### src/rtl/multiword_sub_ctrl_if.sv
// Operand/result handshake bundle for the serial multiword subtractor.
// The source/consumer side drives master; the sequencer takes slave.
interface multiword_sub_ctrl_if #(
    parameter int WIDTH = 16
);
    logic             in_valid;
    logic             in_ready;
    logic [WIDTH-1:0] a;
    logic [WIDTH-1:0] b;
    logic             bin;
    logic             out_valid;
    logic             out_ready;
    logic [WIDTH-1:0] diff;
    logic             bout;
    logic             busy;

    modport master (
        output in_valid, a, b, bin, out_ready,
        input  in_ready, out_valid, diff, bout, busy
    );

    modport slave (
        input  in_valid, a, b, bin, out_ready,
        output in_ready, out_valid, diff, bout, busy
    );
endinterface

### src/rtl/multiword_sub_ctrl.sv
// Serial WIDTH-bit A - B - Bin on one shared 4-bit borrow slice,
// one nibble per cycle LSB first, valid/ready on both sides.
module ripple_borrow_subtractor (
    input  logic [3:0] a_i,
    input  logic [3:0] b_i,
    input  logic       bin_i,
    output logic [3:0] d_o,
    output logic       bout_o
);
    logic [4:0] br;

    always_comb begin
        br    = '0;
        br[0] = bin_i;
        d_o   = '0;
        for (int i = 0; i < 4; i++) begin
            d_o[i]  = a_i[i] ^ b_i[i] ^ br[i];
            br[i+1] = (~a_i[i] & b_i[i]) |
                      (~(a_i[i] ^ b_i[i]) & br[i]);
        end
        bout_o = br[4];
    end
endmodule

module multiword_sub_ctrl #(
    parameter int WIDTH = 16
) (
    input logic               clk,
    input logic               rst_n,
    multiword_sub_ctrl_if.slave bus
);
    localparam int NIB = WIDTH / 4;
    localparam int IW  = (NIB > 1) ? $clog2(NIB) : 1;

    localparam logic [1:0] S_IDLE = 2'd0;
    localparam logic [1:0] S_RUN  = 2'd1;
    localparam logic [1:0] S_DONE = 2'd2;

    logic [1:0]       state_q, state_d;
    logic [WIDTH-1:0] a_q, a_d;
    logic [WIDTH-1:0] b_q, b_d;
    logic [WIDTH-1:0] diff_q, diff_d;
    logic [IW-1:0]    idx_q, idx_d;
    logic             brw_q, brw_d;
    logic             bout_q, bout_d;

    logic [3:0] a_nib, b_nib, s_d;
    logic       s_bout;
    logic       last_nib;

    // Constant-index mux keeps nibble selection width-exact for any WIDTH.
    always_comb begin
        a_nib = '0;
        b_nib = '0;
        for (int i = 0; i < NIB; i++) begin
            if (idx_q == IW'(i)) begin
                a_nib = a_q[4*i +: 4];
                b_nib = b_q[4*i +: 4];
            end
        end
    end

    assign last_nib = (idx_q == IW'(NIB - 1));

    ripple_borrow_subtractor u_slice (
        .a_i    (a_nib),
        .b_i    (b_nib),
        .bin_i  (brw_q),
        .d_o    (s_d),
        .bout_o (s_bout)
    );

    always_comb begin
        state_d = state_q;
        a_d     = a_q;
        b_d     = b_q;
        diff_d  = diff_q;
        idx_d   = idx_q;
        brw_d   = brw_q;
        bout_d  = bout_q;
        case (state_q)
            S_IDLE: begin
                if (bus.in_valid) begin
                    a_d     = bus.a;
                    b_d     = bus.b;
                    brw_d   = bus.bin;
                    idx_d   = '0;
                    state_d = S_RUN;
                end
            end
            S_RUN: begin
                for (int i = 0; i < NIB; i++) begin
                    if (idx_q == IW'(i)) diff_d[4*i +: 4] = s_d;
                end
                brw_d = s_bout;
                if (last_nib) begin
                    bout_d  = s_bout;
                    idx_d   = '0;
                    state_d = S_DONE;
                end else begin
                    idx_d = idx_q + IW'(1);
                end
            end
            S_DONE: begin
                if (bus.out_ready) state_d = S_IDLE;
            end
            default: state_d = S_IDLE;
        endcase
    end

    always_ff @(posedge clk) begin
        if (!rst_n) begin
            state_q <= S_IDLE;
            a_q     <= '0;
            b_q     <= '0;
            diff_q  <= '0;
            idx_q   <= '0;
            brw_q   <= 1'b0;
            bout_q  <= 1'b0;
        end else begin
            state_q <= state_d;
            a_q     <= a_d;
            b_q     <= b_d;
            diff_q  <= diff_d;
            idx_q   <= idx_d;
            brw_q   <= brw_d;
            bout_q  <= bout_d;
        end
    end

    assign bus.in_ready  = (state_q == S_IDLE);
    assign bus.busy      = (state_q == S_RUN);
    assign bus.out_valid = (state_q == S_DONE);
    assign bus.diff      = diff_q;
    assign bus.bout      = bout_q;
endmodule

### src/flat_wrapper.sv
// flat-port wrapper written by rule: the top's interface ports become plain ports
module multiword_sub_ctrl_flat 
#(
    parameter int WIDTH = 16
)
  (clk, rst_n, bus_in_valid, bus_a, bus_b, bus_bin, bus_out_ready, bus_in_ready, bus_out_valid, bus_diff, bus_bout, bus_busy);
  multiword_sub_ctrl_if #(.WIDTH(WIDTH)) bus_i ();
  input logic clk;
  input logic rst_n;
  input wire logic [$bits(bus_i.in_valid)-1:0] bus_in_valid;
  input wire logic [$bits(bus_i.a)-1:0] bus_a;
  input wire logic [$bits(bus_i.b)-1:0] bus_b;
  input wire logic [$bits(bus_i.bin)-1:0] bus_bin;
  input wire logic [$bits(bus_i.out_ready)-1:0] bus_out_ready;
  output wire logic [$bits(bus_i.in_ready)-1:0] bus_in_ready;
  output wire logic [$bits(bus_i.out_valid)-1:0] bus_out_valid;
  output wire logic [$bits(bus_i.diff)-1:0] bus_diff;
  output wire logic [$bits(bus_i.bout)-1:0] bus_bout;
  output wire logic [$bits(bus_i.busy)-1:0] bus_busy;
  assign bus_i.in_valid = bus_in_valid;
  assign bus_i.a = bus_a;
  assign bus_i.b = bus_b;
  assign bus_i.bin = bus_bin;
  assign bus_i.out_ready = bus_out_ready;
  assign bus_in_ready = bus_i.in_ready;
  assign bus_out_valid = bus_i.out_valid;
  assign bus_diff = bus_i.diff;
  assign bus_bout = bus_i.bout;
  assign bus_busy = bus_i.busy;
  multiword_sub_ctrl #(.WIDTH(WIDTH)) u_core (.clk(clk), .rst_n(rst_n), .bus(bus_i));
endmodule
### config.mk
export PLATFORM = sky130hd
export DESIGN_NAME = multiword_sub_ctrl_flat
export DESIGN_NICKNAME = d
export VERILOG_FILES = /design/src/rtl/multiword_sub_ctrl_if.sv /design/src/rtl/multiword_sub_ctrl.sv /design/src/flat_wrapper.sv
export SDC_FILE = /design/constraint.sdc
export NUM_CORES = 1
export LEC_CHECK = 0
export CORE_MARGIN = 2
export CORE_UTILIZATION = 35
export CTS_CLUSTER_SIZE = 30
export DETAILED_ROUTE_END_ITERATION = 8
export PLACE_DENSITY = 0.69
export SLEW_MARGIN = 30
export SYNTH_ARGS = -nofsm -noshare
export SYNTH_HDL_FRONTEND = slang
export SYNTH_SLANG_ARGS = --single-unit
### constraint.sdc
create_clock -name clk -period 3.7 [get_ports clk]
set_input_delay 0.74 -clock clk [delete_from_list [all_inputs] [get_ports clk]]
set_output_delay 0.74 -clock clk [all_outputs]
set_load 0.01 [all_outputs]
Yosys cells after proc, flatten, opt, wreduce, memory -nomap -nowiden

Cells that the tools add are included.

Register bits after elaboration: 54
Latch bits: 0
Bits in writable memories: 0
ROM bits: 0
Bits of input ports: 37
Output and inout port bits: 20
Memories kept: 0

Add/subtract/negate cells: 1
$mul: 0
Divide/modulo/power cells: 0
$lt $le $gt $ge: 0
Equal/unequal tests: 8
Shift-type cells: 0
Multiplexer cells: 17
Bitwise operators: 28
Reductions and logical operators: 10

Operator list:

| kind                                                  | number |
|---|---|
| 2-to-1 mux 4 bit                                      | 8 |
| AND reduction 2 bit                                   | 6 |
| 2-to-1 mux 2 bit                                      | 5 |
| AND 1 bit                                             | 8 |
| NOT 1 bit                                             | 8 |
| bitwise XOR 1 bit                                     | 8 |
| equality test 2 bit, second input constant            | 3 |
| case mux 2 bit (3 select lines)                       | 1 |
| equality test 2 x 1 -> 1 bit, second input constant   | 2 |
| logical NOT 2 bit                                     | 2 |
| inequality test 2 bit, second input constant          | 2 |
| bitwise OR 1 bit                                      | 4 |
| case mux 2 bit (2 select lines)                       | 1 |
| AND reduction 3 bit                                   | 1 |
| adder 2 x 1 -> 2 bit, second input constant           | 1 |
| inequality test 2 x 1 -> 1 bit, second input constant | 1 |
| case mux 1 bit (2 select lines)                       | 1 |
| nonzero test 2 bit                                    | 1 |
| 2-to-1 mux 1 bit                                      | 1 |

Logic depth before layout (Yosys ltp)

Gate-level depths: netlist of the first run.

Depth in word-level cells: 16
Gate-level depth with buffers: 15
Mapped depth without buffers: 13

By module

From an unflattened synthesis of the first run, not the netlist that was laid out.

Cells, all modules: 300
Area, all modules: 2521.2 µm²

Modules (own cells, without submodules):

| module                   | times used | cells an instance | area each (µm²) | seq. area each (µm²) |
|---|---|---|---|---|
| multiword_sub_ctrl       | 1          | 286               | 2403.6          | 1081.0 |
| ripple_borrow_subtractor | 1          | 14                | 117.6           | 0.0 |

Least setup slack after synthesis of the first run

No wires, ideal clock.

Path type: register to register
Start point: reg u_core.idx_q[0]
End point: reg u_core.diff_q[11], in the netlist u_core.bus.diff[11]
Arrival time: 3.012 ns
Required time: 3.641 ns
Setup slack: 0.630 ns
Stages on the path, launching flop included: 15
Path buffers: 1
Path through: dfxtp_1 inv_1 ha_1 nor2b_1 buf_2 a221o_1 a22oi_1 fa_1 inv_1 fa_1 fa_1 inv_1 fa_1 nand2_1 o211a_1

Cells in the longest elaborated chain, start to end: 14

RTL lines:

| item                           | line                      | source |
|---|---|---|
| start: declaration             | multiword_sub_ctrl.sv:43  | `logic [IW-1:0] idx_q, idx_d;` |
| start signal: assignment       | multiword_sub_ctrl.sv:125 | `idx_q <= idx_d;` |
| logical NOT 2 bit              | multiword_sub_ctrl.sv:56  | `if (idx_q == IW'(i)) begin` |
| 2-to-1 mux 4 bit (4 in series) | multiword_sub_ctrl.sv:56  |  |
| bitwise XOR 1 bit              | multiword_sub_ctrl.sv:19  | `(~(a_i[i] ^ b_i[i]) & br[i]);` |
| NOT 1 bit                      | multiword_sub_ctrl.sv:19  |  |
| AND 1 bit                      | multiword_sub_ctrl.sv:19  |  |
| bitwise OR 1 bit               | multiword_sub_ctrl.sv:18  | `br[i+1] = (~a_i[i] & b_i[i]) \|` |
| AND 1 bit                      | multiword_sub_ctrl.sv:19  |  |
| bitwise OR 1 bit               | multiword_sub_ctrl.sv:18  |  |
| AND 1 bit                      | multiword_sub_ctrl.sv:19  |  |
| bitwise OR 1 bit               | multiword_sub_ctrl.sv:18  |  |
| bitwise XOR 1 bit              | multiword_sub_ctrl.sv:17  | `d_o[i] = a_i[i] ^ b_i[i] ^ br[i];` |
| end signal: assignment         | multiword_sub_ctrl.sv:124 | `diff_q <= diff_d;` |
| end: declaration               | multiword_sub_ctrl.sv:42  | `logic [WIDTH-1:0] diff_q, diff_d;` |

Parallel ways exist; a longest one is shown, timed or not.
A chain may end at the register's enable or synchronous reset.

Worst setup path in the final report of the first run

Start point: reg u_core.idx_q[1]
End point: reg u_core.diff_q[15], in the netlist u_core.bus.diff[15]

Same word-level chain as after synthesis.

==> key figures, run 1 <==
Worst setup path
  – CP Max Fanout: 10
  – CP delay by family, top: adder cells
  – Cell mode on critical path: fa_1
  – Setup CP Type: reg2reg
  – Type of origin of the critical path: register
  – Critical path data arrival time: around 3.6 ns
  – Kind of end point of the critical path: register
  – CP required: slightly below 4 ns
  – Slowest Stage Delay on Critical Path: approximately 0.48 ns
  – CP max-delay cell: fa_1
  – Crit-path cells: inv_1 > ha_1 > nor2b_1 > a221oi_1 > o31ai_1 > fa_1 > inv_1 > fa_1 > fa_1 > inv_1 > fa_1 > nand2_1 > o211a_1
  – WP buf/inv: 3

Floorplanning
  – I/O pin count: between 50 and 60
  – Die area: a little under 8000 um^2
  – Die width: a little under 90 um
  – Core Region: around 6800 um^2
  – Die extent in y: 88.2 um
  – Site Rows: 30
  – Initial Utilization: 36.3%

STA
  – Clock skew: between 0.004 and 0.005 ns
  – Final hold violations: 0
  – Max Freq: a little under 0.3 GHz
  – Actual slew at the worst max-slew pin: roughly 0.61 ns
  – Final setup fails: 0
  – Final Cycle Share: 91.2%
  – Worst hold slack: 0.466 ns
  – Max-slew headroom: between 50% and 60%
  – RSZ-0062 raised after global routing: false
  – Max Slew Vio Count: 0
  – Post-route minimum period: 3.37 ns
  – Setup_tns: 0 ns

Clock tree
  – Clock Latency Late Sink: about 0.3 ns
  – Clock sinks: between 50 and 60
  – CTS Hold Bufs: 0
  – # resized after CTS: 0
  – Clk buf depth: 2
  – Post CTS Setup Buffer Count: 0
  – CTS tree: built
  – Num CTS Buffers: 5
  – Clock-pin slew on the worst setup and hold paths: 0.09 ns
  – H-tree levels: 2
  – Clock root cell: clkbuf_8

Routing
  – WL final: around 5.5 mm
  – Drt first pass iters: 4
  – Via density: between 4 and 5
  – Via count: around 2000
  – Drt wl/cell: roughly 13 um
  – Initial DRC count: 91
  – Drc violations: 0
  – ANT nets after route: 0

GRT
  – Total Routing Usage GR: about 15%
  – GRT overflow: 0
  – Largest net degree at the start of global routing: 33
  – First-pass GRT wire length: about 9 mm
  – Number of global-route vias before repair: 1843
  – Antenna violations before repair: 0

Logic synthesis
  – Synth Warn #: 0
  – Yosys top cell by area: dfxtp_1
  – Syn avg cell area: just under 9 um^2
  – Count of cell types in the netlist: 29
  – Register area share after synthesis: roughly 44%
  – Post-synth top area share: between 40% and 50%
  – Cells after Synth: 278
  – Post-Syn Nets: between 300 and 400
  – Synth top area cells: dfxtp_1 44%, nand2_1 12%, a21boi_1 6.1%
  – Mapped cell area: 2480 um^2
  – #FFs+latches synth: 54

Finish
  – Layout cell share with drive strength beyond 1: under 10%
  – Final net count: about 370
  – Commonest cells after routing, fill and taps aside: 77 x nand2_1, 56 x clkdlybuf4s50_1, 54 x dfxtp_1
  – Commonest non-fill, non-tap cell in the layout: nand2_1
  – P&R area growth vs syn: 28.2%
  – Antenna Diode Count: 0

Power and ir drop
  – Leak: between 1 and 1.5 nW
  – Pwr/cell area: roughly 400 nW/um^2
  – Peak VDD IR: between 0.00015 and 0.0002 V

Job
  – Number of max-cap violations: 0

Placed design
  – DP HPWL: about 4.1 mm
  – RD Place Congestion: between 0.8 and 0.9
  – Port bufs: between 50 and 60

Outcome
  – Status: finished clean

Hold path
  – Worst Hold Class: reg2reg
## worst min-delay path: stages, from the launching register on
cell	delay, ns
dfxtp_1	0.32
nand2_1	0.05
a21boi_1	0.05
## stage by stage
step	cells	cell area [um^2]	total power, mW	setup WS, ns	utilization (%)
floorplan	278	2480	0.791	0.630	-
global placement	411	3070	0.883	0.550	44.9
detailed placement	411	3070	0.891	0.349	44.9
CTS	419	3180	1.28	0.325	46.5
global route	419	3180	1.34	0.0136	46.5
finish	419	3180	1.26	0.327	46.5
## final timing paths
check        slack [ns]                   to             from  cells past startpoint
max reg2reg        0.33  u_core.bus.diff[15]  u_core.idx_q[1]                     13
max                0.33  u_core.bus.diff[15]  u_core.idx_q[1]                     13
min reg2reg        0.47        u_core.b_q[1]    u_core.b_q[1]                      2
min                0.47        u_core.b_q[1]    u_core.b_q[1]                      2
## cell families (layout without fill, tap and decap cells)
logic type	Yosys count	after routing	synth area share, %
buf+inv	34	79	6.97
flops	54	54	43.6
fa+ha+maj	8	8	5.25
simple gates	106	106	19.4
compound gates	67	67	21.2
mux	9	9	3.63
## sequential cells by signal, summed over array words and instances (netlist names)
signal / cells
u_core.a_q: 16
u_core.b_q: 16
u_core.brw_q: 1
u_core.bus.bout: 1
u_core.bus.diff: 16
u_core.idx_q: 2
u_core.state_q: 2
## cell usage after synthesis
cell type,instances
a21boi_0,14
a21boi_1,20
a21oi_1,5
a221o_1,4
a221oi_1,4
a22oi_1,4
and2_1,1
and3b_1,4
buf_2,12
buf_6,4
clkbuf_1,8
dfxtp_1,54
fa_1,4
ha_1,4
inv_1,10
mux2i_1,9
nand2_1,77
nand2b_1,1
nand3_1,1
nor2_1,3
nor2b_1,16
nor3b_2,1
o211a_1,8
o21a_1,1
o21ai_0,2
o221a_1,1
o31ai_1,4
or3_1,1
or3b_1,1
## routing by layer
layer	wire, um	GRT usage [%]	vias up	share of wire, %
met3	284	2.64	7	5.2
met1	2770	20.8	910	51
li1	-	-	1011	-
met4	84	4.96	0	1.5
met5	0	0	-	0
met2	2340	22.6	56	43
## where the power goes
group          internal, mW  switching [mW]  total [mW]
clock network         0.202           0.186       0.388
logic                 0.123           0.116       0.239
registers             0.614          0.0231       0.637
total                 0.939           0.325        1.26
## final cells by class
type	count	area, um^2
Fill cell	693	3650
Multi-Input combinational cell	190	1230
Sequential cell	54	1080
Timing Repair Buffer	61	598
Tap cell	96	120
Clock buffer	6	72.6
Clock inverter	2	37.5
Inverter	10	37.5
No activity file was read; power rests on OpenSTA's default activity.
==> inputs of run 2 (changes only) <==
Settings changed: CORE_MARGIN 2 to 1, SKIP_LAST_GASP from default to 1.
==> key figures, run 2 (synthesis gave the netlist of run 1 again) <==
Placed design
  – Placed Area: ~3100 um^2
  – Port bufs: between 50 and 60
  – DP HPWL: ~4 mm
  – RD Place Congestion: 0.856
  – Place WS: 0.385 ns

Floorplanning
  – Die extent in y: approximately 86 um
  – Initial Utilization: between 30 and 40%
  – Site Rows: 30
  – Die width: 86.2 um
  – Core Region: 6830 um^2
  – I/O pin count: 57
  – Die area: roughly 7400 um^2

GRT
  – Met2 Resource Use GR: approximately 24%
  – First-pass GRT wire length: 8.86 mm
  – Antenna violations before repair: 0
  – GR Util met1: around a fifth
  – Largest net degree at the start of global routing: 33
  – GRT overflow: 0
  – Number of global-route vias before repair: between 1500 and 2000
  – Total Routing Usage GR: 15.3%
  – Met3 Use GR: between 3 and 4%
  – Top Usage Layer GRT: met2

Worst setup path
  – Crit path from: u_core.idx_q[1]
  – Setup CP Type: reg2reg
  – Critical path data arrival time: approximately 3.6 ns
  – Reg2Reg Launch Point: u_core.idx_q[1]
  – Cell mode on critical path: fa_1
  – CP Max Fanout: 10
  – Type of origin of the critical path: register
  – CP required: around 4.0 ns
  – Crit-path cells: inv_1 > ha_1 > nor2b_1 > a221oi_1 > o31ai_1 > fa_1 > inv_1 > fa_1 > fa_1 > inv_1 > fa_1 > nand2_1 > o211a_1
  – Reg2Reg Setup Slack: 0.36 ns
  – CP max-delay cell: fa_1
  – Worst setup path endpoint: u_core.bus.diff[15]
  – Worst Reg-to-Reg Cells: 13
  – R2r endpoint: u_core.bus.diff[15]
  – Kind of end point of the critical path: register
  – Slowest Stage Delay on Critical Path: between 0.4 and 0.5 ns

Routing
  – Via count: a little under 2000
  – Via density: ~4.7
  – WL final: around 5.4 mm
  – Drc violations: 0
  – Drt wl/cell: 12.8 um
  – Initial DRC count: 93
  – Drt first pass iters: 4
  – ANT nets after route: 0

STA
  – Final hold violations: 0
  – Final Cycle Share: roughly nine tenths
  – Actual slew at the worst max-slew pin: around 0.57 ns
  – Final WS setup: around 0.36 ns
  – Max Freq: between 0.2 and 0.3 GHz
  – Post-route minimum period: approximately 3.3 ns
  – Worst hold slack: 0.463 ns
  – Setup_tns: 0 ns
  – Max-slew headroom: 61.7%
  – Final setup fails: 0
  – Max Slew Vio Count: 0
  – Clock skew: 0.00584 ns
  – RSZ-0062 raised after global routing: false

Clock tree
  – Clock root cell: clkbuf_8
  – Clock-pin slew on the worst setup and hold paths: roughly 0.10 ns
  – Clk buf depth: 2
  – Clock sinks: between 50 and 60
  – Clock Latency Late Sink: roughly 0.3 ns
  – CTS Hold Bufs: 0
  – Num CTS Buffers: 5
  – # resized after CTS: 0
  – H-tree levels: 2
  – Post CTS Setup Buffer Count: 0
  – CTS tree: built

Finish
  – Fill cells: ~690
  – Final net count: about 370
  – Antenna Diode Count: 0
  – Commonest non-fill, non-tap cell in the layout: nand2_1
  – Final Cell Area: 3160 um^2
  – P&R area growth vs syn: 27.4%
  – Register area: between 1000 and 1500 um^2
  – Layout cell share with drive strength beyond 1: 4.33%
  – Commonest cells after routing, fill and taps aside: 77 x nand2_1, 56 x clkdlybuf4s50_1, 54 x dfxtp_1
  – Multi-input logic area: 1230 um^2
  – Final core utilization: a little under half

Power and ir drop
  – Peak VDD IR: 0.000167 V
  – Leak: 1.24 nW
  – Pwr/cell area: 379 nW/um^2

Hold path
  – Worst Hold Class: reg2reg
  – Hold depth: 2

Job
  – Number of max-cap violations: 0

Outcome
  – Status: finished clean
==> run 2: cell types whose count changed in the layout (fill, tap and decap cells not counted) <==
cell,before,now
clkbuf_1,1,0
clkinv_4,0,1
clkinv_2,0,1
bufinv_16,1,0
==> run 2: per-layer routing <==
| metal | part of all wire (%) | vias up | wire length (um) |
|---|---|---|---|
| li1 | - | 1014 | - |
| met1 | 50 | 912 | 2680 |
| met2 | 45 | 59 | 2410 |
| met3 | 4.7 | 2 | 254 |
| met4 | 0.43 | 0 | 23 |
| met5 | 0 | - | 0 |
==> run 2: report_power, final <==
part           total, mW  internal, mW  switching [mW]
Sequential         0.637         0.614          0.0234
Clock              0.326         0.133           0.192
Combinational      0.235         0.122           0.112
==> run 2: final cells by class <==
| class | count | area share [%] |
|---|---|---|
| Inverter | 10 | 1.19 |
| Clock inverter | 3 | 0.674 |
| Sequential cell | 54 | 34.2 |
| Tap cell | 96 | 3.80 |
| Clock buffer | 5 | 2.18 |
| Multi-Input combinational cell | 190 | 39.0 |
| Timing Repair Buffer | 61 | 18.9 |
==> run 2: metrics by stage <==
stage	total power, mW	instances
detailed placement	0.887	411
global route	1.27	419
finish	1.20	419
global placement	0.881	411
floorplan	0.791	278
CTS	1.21	419
==> run 2: worst min-delay path by stage <==
| stage | start | to |
|---|---|---|
| 2_1_floorplan | u_core.a_q[1] | u_core.a_q[1] |
| 3_3_place_gp | u_core.b_q[10] | u_core.b_q[10] |
| 3_5_place_dp | u_core.a_q[2] | u_core.a_q[2] |
| 4_1_cts | u_core.a_q[2] | u_core.a_q[2] |
| 5_1_grt | u_core.a_q[2] | u_core.a_q[2] |
| 6_report | u_core.b_q[10] | u_core.b_q[10] |
==> run 2: worst max-delay path: cells and delay by family (launching register included) <==
family	cells	cell delay (ns)
buffers and inverters	3	0.20
flip-flops	1	0.38
adder cells (fa/ha/maj)	5	1.75
AND/OR/NAND/NOR	2	0.36
AO/OA/AOI/OAI	3	0.61
==> inputs of run 3 (changes only) <==
Settings changed: REMOVE_ABC_BUFFERS from default to 1.
==> key figures, run 3 (synthesis gave the netlist of run 1 again) <==
Worst setup path
  – Kind of end point of the critical path: register
  – Setup CP Type: reg2reg
  – CP max-delay cell: fa_1
  – Crit-path cells: inv_1 > ha_1 > nor2b_1 > a221oi_1 > o31ai_1 > fa_1 > inv_1 > fa_1 > fa_1 > inv_1 > fa_1 > nand2_1 > o211a_1
  – CP Max Fanout: 10
  – Type of origin of the critical path: register
  – Cell mode on critical path: fa_1
  – CP required: ~4 ns
  – Slowest Stage Delay on Critical Path: between 0.4 and 0.5 ns
  – Critical path data arrival time: approximately 3.6 ns

Outcome
  – Status: finished clean

Finish
  – Antenna Diode Count: 0
  – Final core utilization: ~46%
  – Layout cell share with drive strength beyond 1: roughly 3.7%
  – Fill cells: roughly 720
  – Final net count: roughly 370
  – Commonest non-fill, non-tap cell in the layout: nand2_1
  – Commonest cells after routing, fill and taps aside: 77 x nand2_1, 56 x clkdlybuf4s50_1, 54 x dfxtp_1
  – P&R area growth vs syn: 27.2%
  – Multi-input logic area: around 1200 um^2
  – Register area: between 1000 and 1500 um^2

Routing
  – Initial DRC count: just under 90
  – Drc violations: 0
  – Via count: just under 2000
  – Drt first pass iters: 4
  – WL final: approximately 5.3 mm
  – Via density: between 4 and 5
  – Drt wl/cell: roughly 13 um
  – ANT nets after route: 0

Floorplanning
  – Die area: between 7000 and 8000 um^2
  – Initial Utilization: a little over a third
  – Die extent in y: approximately 86 um
  – Die width: 86.2 um
  – Core Region: 6830 um^2
  – I/O pin count: 57
  – Site Rows: 30

Placed design
  – DP HPWL: just under 4 mm
  – RD Place Congestion: about 0.8
  – Port bufs: between 50 and 60

STA
  – Max Freq: around 0.3 GHz
  – Max-slew headroom: 59.8%
  – Final Cycle Share: 90.2%
  – Post-route minimum period: 3.34 ns
  – Clock skew: ~0.0057 ns
  – Final setup fails: 0
  – Actual slew at the worst max-slew pin: 0.604 ns
  – RSZ-0062 raised after global routing: false
  – Max Slew Vio Count: 0
  – Setup_tns: 0 ns
  – Final hold violations: 0

Power and ir drop
  – Switch Pwr: about 320 uW
  – Peak VDD IR: about 0.00016 V
  – Internal: about 890 uW
  – Sw Ratio: between 20% and 30%
  – Pwr/cell area: ~380 nW/um^2
  – Clock Power Share: 27.8%
  – Power share of the sequential group: a little over half
  – Total power: ~1.2 mW
  – Leak: between 1 and 1.5 nW
  – Logic pwr share: between 10% and 20%

GRT
  – Number of global-route vias before repair: roughly 1900
  – First-pass GRT wire length: slightly above 9 mm
  – Antenna violations before repair: 0
  – GRT overflow: 0
  – Largest net degree at the start of global routing: 55
  – Total Routing Usage GR: 15.8%

Clock tree
  – Clock root cell: clkbuf_8
  – CTS tree: built
  – # resized after CTS: 0
  – Clock sinks: between 50 and 60
  – Clk buf depth: 2
  – Clock Latency Late Sink: between 0.3 and 0.4 ns
  – Clock-pin slew on the worst setup and hold paths: 0.09 ns
  – Num CTS Buffers: 5
  – Post CTS Setup Buffer Count: 0
  – H-tree levels: 2
  – CTS Hold Bufs: 0

Hold path
  – Worst Hold Class: reg2reg

Job
  – Number of max-cap violations: 0
run 3: worst paths after layout:
| path | start | to | slack [ns] | cells past startpoint |
|---|---|---|---|---|
| worst max-delay path | u_core.idx_q[1] | u_core.bus.diff[15] | 0.36 | 13 |
| worst min-delay path | u_core.a_q[2] | u_core.a_q[2] | 0.46 | 2 |
| worst max register to register | u_core.idx_q[1] | u_core.bus.diff[15] | 0.36 | 13 |
| worst min register to register | u_core.a_q[2] | u_core.a_q[2] | 0.46 | 2 |
run 3: area by class of cell:
class | instances | share of cell area (%)
clock inverter | 1 | 0.159
tap | 96 | 3.81
clock buffer | 7 | 2.74
timing repair buffer | 60 | 18.7
sequential | 54 | 34.3
inverter | 10 | 1.19
multi-input combinational | 190 | 39.1
run 3: worst max-delay path, delay by kind of cell (launching register included):
| kind | cells | cell delay [ns] |
|---|---|---|
| flops | 1 | 0.39 |
| simple gates | 2 | 0.37 |
| fa+ha+maj | 5 | 1.74 |
| compound gates | 3 | 0.57 |
| buf+inv | 3 | 0.21 |
run 3: per-stage QoR:
stage / setup WS [ns] / cell area (um^2) / cells / hold WS, ns
2_1_floorplan: 0.532 / 2340 / 254 / 0.435
3_3_place_gp: 0.562 / 3060 / 410 / 0.449
3_5_place_dp: 0.363 / 3060 / 410 / 0.452
4_1_cts: 0.344 / 3150 / 418 / 0.465
5_1_grt: 0.0979 / 3150 / 418 / 0.480
6_report: 0.363 / 3150 / 418 / 0.460
run 3: power groups by stage:
| stage | sequential (mW) | clock (mW) | combinational, mW |
|---|---|---|---|
| floorplan | 0.646 | 0 | 0.128 |
| global placement | 0.650 | 0 | 0.229 |
| detailed placement | 0.650 | 0 | 0.237 |
| CTS | 0.636 | 0.344 | 0.237 |
| global route | 0.640 | 0.365 | 0.263 |
| finish | 0.636 | 0.335 | 0.233 |
run 3: layer usage:
metal | vias up | wire (um) | global-route usage, %
li1 | 1012 | - | -
met1 | 899 | 2590 | 21.6
met2 | 44 | 2490 | 25.0
met3 | 5 | 192 | 3.56
met4 | 0 | 56 | 4.09
met5 | - | 0 | 0
